**src/rtl/fft_pkg.sv**
```systemverilog
// Shared sizing constants and delay helpers for the R2MDC FFT pipeline control.
// Stage delays halve at each stage; the last stage has no commutator delay.
package fft_pkg;

  localparam int NUM_INPUTS_PER_PATH = 32;
  localparam int CNT_W               = $clog2(NUM_INPUTS_PER_PATH);
  localparam int NUM_STAGES          = CNT_W + 1;
  localparam int BF_LATENCY          = 1;

  function automatic int stage_delay(input int s);
    if (s >= NUM_STAGES - 1) return 0;
    return NUM_INPUTS_PER_PATH >> (s + 1);
  endfunction

  // Input-to-output latency: every stage adds its butterfly register plus its delay.
  function automatic int total_latency();
    int acc;
    acc = 0;
    for (int s = 0; s < NUM_STAGES; s++) begin
      acc += BF_LATENCY + stage_delay(s);
    end
    return acc;
  endfunction

  localparam int BUSY_W = $clog2(total_latency() + 1);

endpackage

```
**src/rtl/valid_delay_line.sv**
```systemverilog
// 1-bit valid shift register with asynchronous active-low clear.
// DEPTH of zero degenerates to a wire so a stage with no delay costs nothing.
module valid_delay_line #(
  parameter int DEPTH = 1
) (
  input  logic CLK,
  input  logic RST_N,
  input  logic din,
  output logic dout
);

  generate
    if (DEPTH == 0) begin : g_pass
      logic unused_clk_rst;
      assign unused_clk_rst = CLK & RST_N;
      assign dout = din;
    end else begin : g_shift
      logic shreg [DEPTH];

      always_ff @(posedge CLK or negedge RST_N) begin
        if (!RST_N) begin
          for (int i = 0; i < DEPTH; i++) begin
            shreg[i] <= 1'b0;
          end
        end else begin
          shreg[0] <= din;
          for (int i = 1; i < DEPTH; i++) begin
            shreg[i] <= shreg[i-1];
          end
        end
      end

      assign dout = shreg[DEPTH-1];
    end
  endgenerate

endmodule

```
**src/rtl/r2mdc_stage_sequencer.sv**
```systemverilog
// Central controller for the R2MDC FFT pipeline: valid tracking through every
// stage, per-stage pair counters, commutator selects and frame status.
module r2mdc_stage_sequencer
  import fft_pkg::*;
(
  input  logic                          CLK,
  input  logic                          RST_N,
  input  logic                          in_valid,
  output logic [NUM_STAGES-1:0]         stage_valid,
  output logic [NUM_STAGES*CNT_W-1:0]   cntr_IFFT_input_pairs,
  output logic [NUM_STAGES-2:0]         cm_sel,
  output logic                          out_valid,
  output logic                          frame_start,
  output logic                          frame_done,
  output logic                          busy
);

  logic [CNT_W-1:0]  stage_cnt [NUM_STAGES];
  logic [CNT_W-1:0]  out_cnt;
  logic [BUSY_W-1:0] inflight;

  assign stage_valid[0] = in_valid;

  generate
    for (genvar s = 0; s < NUM_STAGES; s++) begin : g_stage

      always_ff @(posedge CLK or negedge RST_N) begin
        if (!RST_N) begin
          stage_cnt[s] <= '0;
        end else if (stage_valid[s]) begin
          stage_cnt[s] <= stage_cnt[s] + 1'b1;
        end
      end

      assign cntr_IFFT_input_pairs[s*CNT_W +: CNT_W] = stage_cnt[s];

      if (s < NUM_STAGES - 1) begin : g_link
        localparam int SEL_BIT = CNT_W - 1 - s;
        logic cm_hold;

        valid_delay_line #(
          .DEPTH (BF_LATENCY + stage_delay(s))
        ) u_valid_dly (
          .CLK   (CLK),
          .RST_N (RST_N),
          .din   (stage_valid[s]),
          .dout  (stage_valid[s+1])
        );

        // The counter has already advanced past the last pair, so the select
        // keeps its own copy of the bit used by that pair for idle cycles.
        always_ff @(posedge CLK or negedge RST_N) begin
          if (!RST_N) begin
            cm_hold <= 1'b0;
          end else if (stage_valid[s]) begin
            cm_hold <= stage_cnt[s][SEL_BIT];
          end
        end

        assign cm_sel[s] = stage_valid[s] ? stage_cnt[s][SEL_BIT] : cm_hold;
      end
    end
  endgenerate

  valid_delay_line #(
    .DEPTH (BF_LATENCY)
  ) u_out_dly (
    .CLK   (CLK),
    .RST_N (RST_N),
    .din   (stage_valid[NUM_STAGES-1]),
    .dout  (out_valid)
  );

  // Pair index as seen at the output, one butterfly after the last stage counter.
  always_ff @(posedge CLK or negedge RST_N) begin
    if (!RST_N) begin
      out_cnt <= '0;
    end else if (out_valid) begin
      out_cnt <= out_cnt + 1'b1;
    end
  end

  always_ff @(posedge CLK or negedge RST_N) begin
    if (!RST_N) begin
      inflight <= '0;
    end else begin
      case ({in_valid, out_valid})
        2'b10:   inflight <= inflight + 1'b1;
        2'b01:   inflight <= inflight - 1'b1;
        default: inflight <= inflight;
      endcase
    end
  end

  assign frame_start = in_valid && (stage_cnt[0] == '0);
  assign frame_done  = out_valid && (out_cnt == CNT_W'(NUM_INPUTS_PER_PATH - 1));
  assign busy        = (inflight != '0);

endmodule

```
**config.mk**
```make
export PLATFORM = sky130hd
export DESIGN_NAME = r2mdc_stage_sequencer
export DESIGN_NICKNAME = d
export VERILOG_FILES = /design/src/rtl/fft_pkg.sv /design/src/rtl/valid_delay_line.sv /design/src/rtl/r2mdc_stage_sequencer.sv
export SDC_FILE = /design/constraint.sdc
export NUM_CORES = 1
export LEC_CHECK = 0
export CAP_MARGIN = 15
export CORE_MARGIN = 8
export CORE_UTILIZATION = 30
export DETAILED_ROUTE_END_ITERATION = 6
export SYNTH_ARGS = -nofsm -noshare
export SYNTH_HDL_FRONTEND = slang
export SYNTH_SLANG_ARGS = --single-unit
export TNS_END_PERCENT = 50
```
**constraint.sdc**
```tcl
create_clock -name CLK -period 1.75 [get_ports CLK]
set_clock_uncertainty 0.1 [all_clocks]
set_input_delay 0.35 -clock CLK [delete_from_list [all_inputs] [get_ports CLK]]
set_output_delay 0.35 -clock CLK [all_outputs]
set_load 0.01 [all_outputs]
```
# [Yosys cells after proc, flatten, opt, wreduce, memory -nomap -nowiden]
# Index checks and enable logic that the tools add are counted.
[word_totals] ff_bits=83 inputBits=3 out_inout_bits=45 elab_cells=73
[op_classes] addsub=9 n_eq_ne=3 n_mux=6 n_reduce_logical=5
[op_table] op="adder 5 x 1 -> 5 bit, second input constant" n=7
[op_table] op="case mux 6 bit (2 select lines)" n=1
[op_table] op="adder 6 x 1 -> 6 bit, second input constant" n=1
[op_table] op="nonzero test 6 bit" n=1
[op_table] op="subtractor 6 x 1 -> 6 bit, second input constant" n=1
[op_table] op="equality test 5 bit, second input constant" n=1
[op_table] op="zero test 5 bit" n=1
[op_table] op="two-way mux 1 bit" n=5
[op_table] op="equality test 2 x 1 -> 1 bit, second input constant" n=1
[op_table] op="equality test 2 bit, second input constant" n=1
[op_table] op="logical AND 1 bit" n=2
[op_table] op="nonzero test 2 bit" n=1

# [Depth between registers and ports, before layout]
# Gate-level depths: netlist (run 1).
[logic_depth] ltp_word=2 depth_mapped=10 ltp_nobuf=8

# [Modules after synthesis]
# From an unflattened synthesis (run 1), not the netlist that was laid out.
[hier_totals] hier_cells=210 hier_area_um2=3110.5
[by_module_without_submodules] module="r2mdc_stage_sequencer" instances=1 cells_per_inst=173 area_each_um2=2184.6 seq_area_each_um2=1151.1
[by_module_without_submodules] module="valid_delay_line at g_stage[0].g_link.u_valid_dly" instances=1 cells_per_inst=17 area_each_um2=425.4 seq_area_each_um2=425.4
[by_module_without_submodules] module="valid_delay_line at g_stage[1].g_link.u_valid_dly" instances=1 cells_per_inst=9 area_each_um2=225.2 seq_area_each_um2=225.2
[by_module_without_submodules] module="valid_delay_line at g_stage[2].g_link.u_valid_dly" instances=1 cells_per_inst=5 area_each_um2=125.1 seq_area_each_um2=125.1
[by_module_without_submodules] module="valid_delay_line at g_stage[3].g_link.u_valid_dly" instances=1 cells_per_inst=3 area_each_um2=75.1 seq_area_each_um2=75.1
[by_module_without_submodules] module="valid_delay_line at g_stage[4].g_link.u_valid_dly" instances=1 cells_per_inst=2 area_each_um2=50.0 seq_area_each_um2=50.0
[by_module_without_submodules] module="valid_delay_line at u_out_dly" instances=1 cells_per_inst=1 area_each_um2=25.0 seq_area_each_um2=25.0

# [Least setup slack after synthesis (run 1)]
# Ideal clock, no wire load.
[synth_timing] path_type="input to register" start="input in_valid" end="register inflight[2]" setup_ns=0.125 arrival_time_ns=1.860 required_time_ns=1.525 path_slack_ns=-0.336 stages=10 path_buffers=2 path_cell_list="clkbuf_1 -> inv_1 -> ha_1 -> buf_2 -> xor2_1 -> ha_1 -> a21oi_1 -> xor2_1 -> nor2_1 -> xor2_1"
[synth_via] elab_chain_len=2 word_cells_on_any_way=4 classes_between="eq/ne (2); mux (1); reduce/logical (1)"
[synth_lines] element="start, declared" line="r2mdc_stage_sequencer.sv:8" rtl="input logic in_valid,"
[synth_lines] element="equality test 2 x 1 -> 1 bit / equality test 2 bit (equally long branches)" line="r2mdc_stage_sequencer.sv:87" rtl="case ({in_valid, out_valid})"
[synth_lines] element="case mux 6 bit (2 select lines) / nonzero test 2 bit (equally long branches)"
[synth_lines] element="end signal, assigned" line="r2mdc_stage_sequencer.sv:88" rtl="2'b10: inflight <= inflight + 1'b1;"
[synth_lines] element="end signal, assigned" line="r2mdc_stage_sequencer.sv:89" rtl="2'b01: inflight <= inflight - 1'b1;"
[synth_lines] element="end signal, assigned" line="r2mdc_stage_sequencer.sv:90" rtl="default: inflight <= inflight;"
[synth_lines] element="end, declared" line="r2mdc_stage_sequencer.sv:20" rtl="logic [BUSY_W-1:0] inflight;"
# Several ways; a longest one is shown, not always the timed one.
# A chain may end at the register's enable or synchronous reset.

# [Final worst setup path (run 1)]
[layout_timing] start="register out_cnt[0]" end="output frame_done"
[layout_via] elab_chain_len=2
[layout_lines] element="start, declared" line="r2mdc_stage_sequencer.sv:19" rtl="logic [CNT_W-1:0] out_cnt;"
[layout_lines] element="start signal, assigned" line="r2mdc_stage_sequencer.sv:79" rtl="out_cnt <= out_cnt + 1'b1;"
[layout_lines] element="equality test 5 bit" line="r2mdc_stage_sequencer.sv:96" rtl="assign frame_done = out_valid && (out_cnt == CNT_W'(NUM_INPUTS_PER_PATH - 1));"
[layout_lines] element="logical AND 1 bit" line="r2mdc_stage_sequencer.sv:96"
[layout_lines] element="end, declared" line="r2mdc_stage_sequencer.sv:14" rtl="output logic frame_done,"
# Every way passes these cells.

==> results of run 1 <==
[synthesized netlist by cell type (2+ instances only)]
| cell type | number |
|---|---|
| a21oi_1 | 4 |
| a31oi_1 | 2 |
| and3b_1 | 2 |
| buf_2 | 3 |
| buf_4 | 7 |
| dfrtp_1 | 83 |
| ha_1 | 12 |
| inv_1 | 3 |
| mux2_2 | 13 |
| nand2_1 | 10 |
| nand3_1 | 2 |
| nand3b_1 | 2 |
| nand4_1 | 14 |
| nor2_1 | 3 |
| nor2b_1 | 2 |
| nor3_1 | 2 |
| o21ai_0 | 3 |
| xnor2_1 | 22 |
| xor2_1 | 13 |
[metrics by stage]
step | setup slack (ps) | hold slack, ps
5_1_grt | -216 | 251
3_3_place_gp | -500 | 120
4_1_cts | -181 | 245
6_report | -148 | 240
2_1_floorplan | -19.2 | -45.6
3_5_place_dp | -520 | 127
[path summary, 6_finish.rpt]
path,start,to,slack [ps],cells past startpoint
min,g_stage[0].g_link.u_valid_dly.g_shift.shreg[16]$_DFF_PN0_,g_stage[0].g_link.u_valid_dly.g_shift.shreg[15]$_DFF_PN0_,240,0
max,out_cnt[0]$_DFFE_PN0P_,frame_done,-150,5
min in group asynchronous,RST_N,inflight[0]$_DFFE_PN0P_,300,2
max in group asynchronous,RST_N,u_out_dly.dout$_DFF_PN0_,720,3
max reg2reg,u_out_dly.dout$_DFF_PN0_,inflight[2]$_DFFE_PN0P_,-30,8
min reg2reg,g_stage[0].g_link.u_valid_dly.g_shift.shreg[16]$_DFF_PN0_,g_stage[0].g_link.u_valid_dly.g_shift.shreg[15]$_DFF_PN0_,240,0
[kinds of logic (layout without fill, tap and decap cells)]
logic type,count (synthesis),after routing
flops,83,83
buf+inv,15,103
mux,13,13
compound gates,12,12
xor+xnor,35,35
simple gates,41,41
fa+ha+maj,12,12
[worst reg2reg max path, stage by stage (launching register included)]
cell and delay [ps]:
dfrtp_2 430, buf_12 140, ha_4 150, xor2_1 150, ha_2 190, a21oi_2 120, xor2_1 160, nor2_1 70
xor2_1 140
[report_power, final]
| part | internal, uW | switching (uW) |
|---|---|---|
| registers | 2500 | 412 |
| clock network | 842 | 673 |
| logic | 1410 | 1100 |
| total | 4750 | 2190 |
[registers in the layout (all words and copies together), names as in the netlist]
name	cells
cntr_IFFT_input_pairs	30
g_stage.g_link.cm_hold	5
g_stage.g_link.u_valid_dly.dout	5
g_stage.g_link.u_valid_dly.g_shift.shreg	31
inflight	6
out_cnt	5
u_out_dly.dout	1
[per-layer routing]
metal | wire [um] | share of wire
met3 | 345 | 0.065
met2 | 2520 | 0.47
met5 | 0 | 0
met1 | 2390 | 0.45
met4 | 54 | 0.010
[timing repair]
item / 4_1_cts / 5_1_grt
endpoints found under the hold margin: 12 / 0
hold buffers: 1 / 0
pin swaps: 4 / 4
endpoints found under the setup margin: 44 / 16
gates resized for setup: 75 / 15
buffers inserted: 7 / 0
[final cells by class]
| cell class | count | area share |
|---|---|---|
| clock buffer | 10 | 0.0326 |
| tap | 136 | 0.0404 |
| inverter | 3 | 0.00386 |
| clock inverter | 6 | 0.0211 |
| multi-input combinational | 113 | 0.234 |
| timing repair buffer | 84 | 0.175 |
| sequential | 83 | 0.493 |
==> metrics.md, run 1 <==
| Metric | Value |
|---|---|
| Critical path fanouts, max | 2 |
| Top cells by area, synth | dfrtp_1 (67%), xnor2_1 (6.3%), ha_1 (4.9%) |
| Clock insertion delay at the later pin of the skew report | between 300 and 400 ps |
| Most frequent cells in the layout | dfrtp_1 (82), buf_4 (35), dlygate4sd2_1 (30), xnor2_1 (22), nand4_1 (14) |
| Antenna diodes | 0 |
| Slew Limit Fails | 0 |
| Reg clk slew, reported paths | about 90 ps |
| Leakage | 0.00197 uW |
| Cts bufs inserted | 9 |
| Clock sink count | 83 |
| Worst-path cell chain | ha_2 > and3_4 > ha_4 > and2_4 > buf_6 |
| Worst path required time | around 1300 ps |
| Number of global-route vias before repair | 1912 |
| Worst EP arrival | between 1000 and 1500 ps |
| Met1 usage | 0.101 |
| Total grt overflow | 0 |
| M3 GR Usage | 0.0360 |
| Maxcap violations | 0 |
| Drt drc | 0 |
| Final Core Density | 0.416 |
| Antenna viol nets, final | 0 |
| Die Wd | 117 um |
| Fillers | 962 |
| Critical path class | register to output pin |
| HP Class | register to register |
| Worst slew margin | 0.812 |
| Yosys reg bits | 83 |
| Adder-cell share of the synthesized area | 0.0487 |
| Synth Area in Compound Gates | 0.0248 |
| Total power draw | 6930 uW |
| Outcome | finished, violations left |
| WL/cell | 12.2 um |
| Layout cells sized above 1 | 0.308 |
| Multi-input gate area | 988 um2 |
| Most common cell after layout, fill and taps aside | dfrtp_1 |
| Crit path time final | between 1500 and 2000 ps |
| Crit path max-delay family | flip-flops |
| Tot GR Track Use | 0.0820 |
| Largest area contributor in the netlist | dfrtp_1 |
| PwrDens | 1640 nW/um2 |
| Asr flop ratio synth | 1.00 |
| Final setup TNS | -176 ps |
| Tcrit/Tclk final | 1.08 |
| Placed insts | between 400 and 500 |
| Initial DRT Pass Iterations | 4 |
| Buffers on Ports | 47 |
| Root buffer cell | clkbuf_8 |
| Syn nets | approximately 230 |
| Simple-Gate Fraction of Synth Area | 0.0755 |
| Crit. End Element | output pin |
| Buf/Inv on CP | 1 |
| RSZ-0062 raised after global routing | true |
| Syn avg cell area | roughly 15 um2 |
| Worst slew pin tran | 281 ps |
| Ys flop type | dfrtp_1 |
| CTS tree | done |
| Top-area cell type share of the netlist area | 0.674 |
| Mapped Cells | 211 |
| Slowest CP cell | dfrtp_1 |
| Synth warn | 0 |
| Final setup fails | 2 |
| Critical path's largest stage delay | 400 ps |
| Die H | 117 um |
| Dpl hpwl | 3710 um |
| Via density | 4.19 |
| Fin area | about 4200 um2 |
| PnR worst setup slack | -148 ps |
| Met2 usage | 0.122 |
| Netlist cell types | 28 |
| Syn-to-layout area delta | 36.8% |
| Drt first-iter violations | 89 |
| Core box area | 10100 um2 |
| IO Count | 48 |
| Failing checks | setup timing |
| Seq/Total Area, Yosys | 0.674 |
| Mux cell area share after synthesis | 0.0475 |
| Initial antenna violation count | 0 |
| Post-synth EDFFs | 0 |
| Largest family of logic cells by synthesized area | XOR/XNOR gates |
| Nets | just over 300 |
| Worst IR Drop VDD | 675 uV |
| H-tree depth | 3 |
| Fmax | 0.527 GHz |
| DIE AREA | between 10000 and 15000 um2 |
| FP Rows | 37 |
| GR peak layer | met2 |
| Global-route wire length before repair | 9360 um |
| Area after DPL | 3910 um2 |
| Final hold violations | 0 |
| Sequential cell area | just over 2000 um2 |
| Layout Cells excl Fill | 435 |
| Largest net degree at the start of global routing | 52 |
| Final wirelength | 5310 um |
| Vias | 1822 |
| Post-Syn Area | 3080 um2 |
| Placer Congestion | 0.752 |
| CTS max path bufs | 2 |
| Initial Util | 0.304 |
| CP startpoint kind | register |
| Xor/xnor share of the synthesized area | 0.0994 |
(Power assumes the default switching activity.)
==> inputs of run 2 (changes only) <==
- CORE_UTILIZATION: 30 -> 50
- PLACE_DENSITY: default -> 0.75
- SYNTH_HIERARCHICAL: default -> 1
- clock period: 1.75 -> 2.4 ns (I/O delays scaled with it)
==> run 2 against run 1 <==
Compared with the run above:
- the run now ends clean
- final cell count decreased by 19%
- flip-flop and latch count stayed put
- core utilization increased by 24 points
- non-clock buffer count decreased by 25
- routed wire length shrank 0.19%
==> metrics.md, run 2 <==
| Metric | Value |
|---|---|
| Fillers | 459 (-52%) |
| Most common cell after layout, fill and taps aside | dfrtp_1 |
| Layout cells sized above 1 | 0.176 (-0.132) |
| WL/cell | 15.0 um (+23%) |
| HP Class | input pin to async pin |
| Fin area | 3930 um2 (-6.9%) |
| Buf/Inv on CP | 4 (+3) |
| Slew Limit Fails | 0 (unchanged) |
| Antenna diodes | 0 (unchanged) |
| Syn-to-layout area delta | 26.3% |
| Dpl hpwl | 3550 um (-4.2%) |
| Crit path time final | 2330 ps |
| Reg clk slew, reported paths | 80 ps (about the same) |
| Root buffer cell | clkbuf_8 |
| Cts bufs inserted | 9 (unchanged) |
| DP Worst Slack | -173 ps (+347 ps) |
| IO Count | 48 (unchanged) |
| Tcrit/Tclk final | 0.973 |
| PwrDens | 1240 nW/um2 (-24%) |
| Asr flop ratio synth | 1.00 (unchanged) |
| Worst slew margin | 0.616 (-0.196) |
| CP startpoint kind | input pin |
| Net Sw Power | 1590 uW (-27%) |
| Maxcap violations | 0 (unchanged) |
| Crit path depth | 4 (-1) |
| Worst IR Drop VDD | 977 uV (+45%) |
| DIE AREA | 9000 um2 (-35%) |
| Netlist cell types | 35 (+25%) |
| Ys flop type | dfrtp_1 |
| Slowest CP cell | clkdlybuf4s50_1 |
| Final hold violations | 0 (unchanged) |
| Fin Hold WS | 26.7 ps (-214 ps) |
| Post-Syn Area | 3110 um2 (+0.89%) |
| Nets | 289 (-6.5%) |
| Core box area | 5960 um2 (-41%) |
| Via density | 5.03 (+20%) |
| Top-area cell type share of the netlist area | 0.668 (-0.00596) |
| Final setup fails | 0 (-2) |
| Final wirelength | 5300 um (-0.19%) |
| Outcome | completed |
| Crit path max-delay family | buffers and inverters |
| FP Rows | 28 (-24%) |
| Clock insertion delay at the later pin of the skew report | 340 ps (about the same) |
| Number of global-route vias before repair | 1855 (-3.0%) |
| Seq/Total Area, Yosys | 0.668 (-0.00596) |
| Critical path's largest stage delay | 540 ps (+140 ps) |
| Area after DPL | 3730 um2 (-4.5%) |
| RSZ-0062 raised after global routing | false |
| Worst-path cell chain | clkdlybuf4s50_1 > buf_4 > buf_4 > clkdlybuf4s50_1 |
| Max reg flops | 31 (unchanged) |
| Antenna viol nets, final | 0 (unchanged) |
| Top cells by area, synth | dfrtp_1 (67%), xnor2_1 (6.5%), ha_1 (4.8%) |
| Worst reg-to-reg setup slack | 430 ps (+460 ps) |
| Leakage | 0.00173 uW (-12%) |
| Vias | 1780 (-2.3%) |
| Largest area contributor in the netlist | dfrtp_1 |
| Worst path required time | 1820 ps (+520 ps) |
| R2r worst-path depth | 7 (-1) |
| Clock sink count | 83 (unchanged) |
| Cell Int Power | 3300 uW (-31%) |
| Die H | 94.9 um (-19%) |
| Comb pwr share | 0.333 (-0.029) |
| Worst R2R End | inflight[4]$_DFFE_PN0P_ |
| Count leader, synth | dfrtp_1 |
| Largest register by flop count | g_stage.g_link.u_valid_dly/g_shift.shreg |
| H-tree depth | 3 (unchanged) |
| Most frequent cells in the layout | dfrtp_1 (83), clkdlybuf4s50_1 (43), xnor2_1 (23), mux2_2 (13), nand4_1 (13) |
| Placed insts | 338 (-18%) |
| Drt drc | 0 (unchanged) |
| Crit. End Element | output pin |
| Global-route wire length before repair | 8890 um (-5.0%) |
| Initial DRT Pass Iterations | 4 (unchanged) |
| Initial antenna violation count | 0 (unchanged) |
| Syn avg cell area | 14.8 um2 (+1.4%) |
| Tot GR Track Use | 0.128 (+0.0458) |
| Clock Power Share | 0.204 (-0.015) |
| Post-synth EDFFs | 0 (unchanged) |
| Synth warn | 6 (+6) |
| Die Wd | 94.9 um (-19%) |
| Initial Util | 0.522 (+0.218) |
| Yosys reg bits | 83 (unchanged) |
| Buffers on Ports | 47 (unchanged) |
| Mapped Cells | 210 (-0.47%) |
| Final Core Density | 0.659 (+0.244) |
| Fmax | 0.428 GHz |
| Worst slew pin tran | 576 ps (+295 ps) |
| Worst EP arrival | 1750 ps (+300 ps) |
| Worst R2R Start | u_out_dly/dout$_DFF_PN0_ |
| Largest net degree at the start of global routing | 45 (-13%) |
| Flop pwr share | 0.462 (+0.043) |
| CTS tree | done |
| Critical path fanouts, max | 8 (+6) |
| Drt first-iter violations | 55 (-38%) |
| Syn nets | 225 (-0.44%) |
| Sw Ratio | 0.325 (+0.00991) |
| PnR worst setup slack | 65.3 ps (+213 ps) |
| Layout Cells excl Fill | 354 (-19%) |
| Placer Congestion | 0.826 (+9.9%) |
| Total grt overflow | 0 (unchanged) |
| CTS max path bufs | 2 (unchanged) |
| Most frequent cells after synthesis | dfrtp_1 (83), xnor2_1 (23), mux2_2 (13), nand4_1 (13), ha_1 (12) |
| Critical path class | input pin to output pin |
==> run 2: cell types whose count changed in the layout (fill, tap and decap cells not counted), moves of 6 or more <==
cell,change
buf_4,-23
dlymetal6s2s_1,-6
clkdlybuf4s50_1,+42
dlygate4sd2_1,-27
==> run 2: logic make-up (layout without fill, tap and decap cells) <==
group / count (synthesis) / in the layout / share of synthesized area
buf+inv: 10 / 79 / 0.0205
compound gates: 13 / 13 / 0.0338
flops: 83 / 83 / 0.668
xor+xnor: 33 / 33 / 0.0929
simple gates: 45 / 45 / 0.0865
fa+ha+maj: 12 / 12 / 0.0483
mux: 14 / 14 / 0.0503
==> run 2: worst reg2reg max path: stages (launching register included) <==
cell,delay (ps)
dfrtp_1,430
ha_1,220
xor2_1,170
ha_1,210
nor2b_1,130
o32a_2,330
a21oi_1,170
xor2_1,150
==> run 2: timing repair <==
| action | 4_1_cts | 5_1_grt |
|---|---|---|
| gates resized for setup | 3 | 0 |
| setup endpoints to repair | 3 | 0 |
| buffers inserted | 0 | 0 |
| hold buffers | 0 | 0 |
==> run 2: metrics by stage <==
step | total power (uW) | setup TNS (ps)
2_1_floorplan | 3070 | 0
3_3_place_gp | 3870 | -435
3_5_place_dp | 3950 | -674
4_1_cts | 4960 | 0
5_1_grt | 5230 | 0
6_report | 4890 | 0
==> run 2: power by group through the flow <==
stage,clock (uW),combinational (uW),sequential [uW]
detailed placement,0,1670,2280
finish,999,1630,2260
CTS,1040,1660,2260
floorplan,0,773,2300
global placement,0,1600,2270
global route,1080,1810,2340
==> run 2: layer usage <==
layer	vias to the layer above	track usage	routed length [um]
met1	865	0.163	2560
met3	10	0.0437	361
met4	0	0.0650	59
met2	55	0.190	2320
met5	-	0	0
li1	850	-	-
==> run 2: worst max path at each step <==
stage	startpoint	slack [ps]	to
6_report	in_valid	70	stage_valid[0]
4_1_cts	out_cnt[0]$_DFFE_PN0P_	50	frame_done
5_1_grt	out_cnt[0]$_DFFE_PN0P_	10	frame_done
3_5_place_dp	in_valid	-170	inflight[4]$_DFFE_PN0P_
2_1_floorplan	in_valid	80	inflight[4]$_DFFE_PN0P_
3_3_place_gp	in_valid	-130	inflight[4]$_DFFE_PN0P_
==> run 2: cell type report <==
cell class                      count  area [um2]  area share
Clock buffer                        9         124      0.0315
Clock inverter                      7        76.3      0.0194
Inverter                            4        20.0     0.00510
Multi-Input combinational cell    117         970       0.247
Sequential cell                    83        2080       0.529
Tap cell                           75        93.8      0.0239
Timing Repair Buffer               59         567       0.144
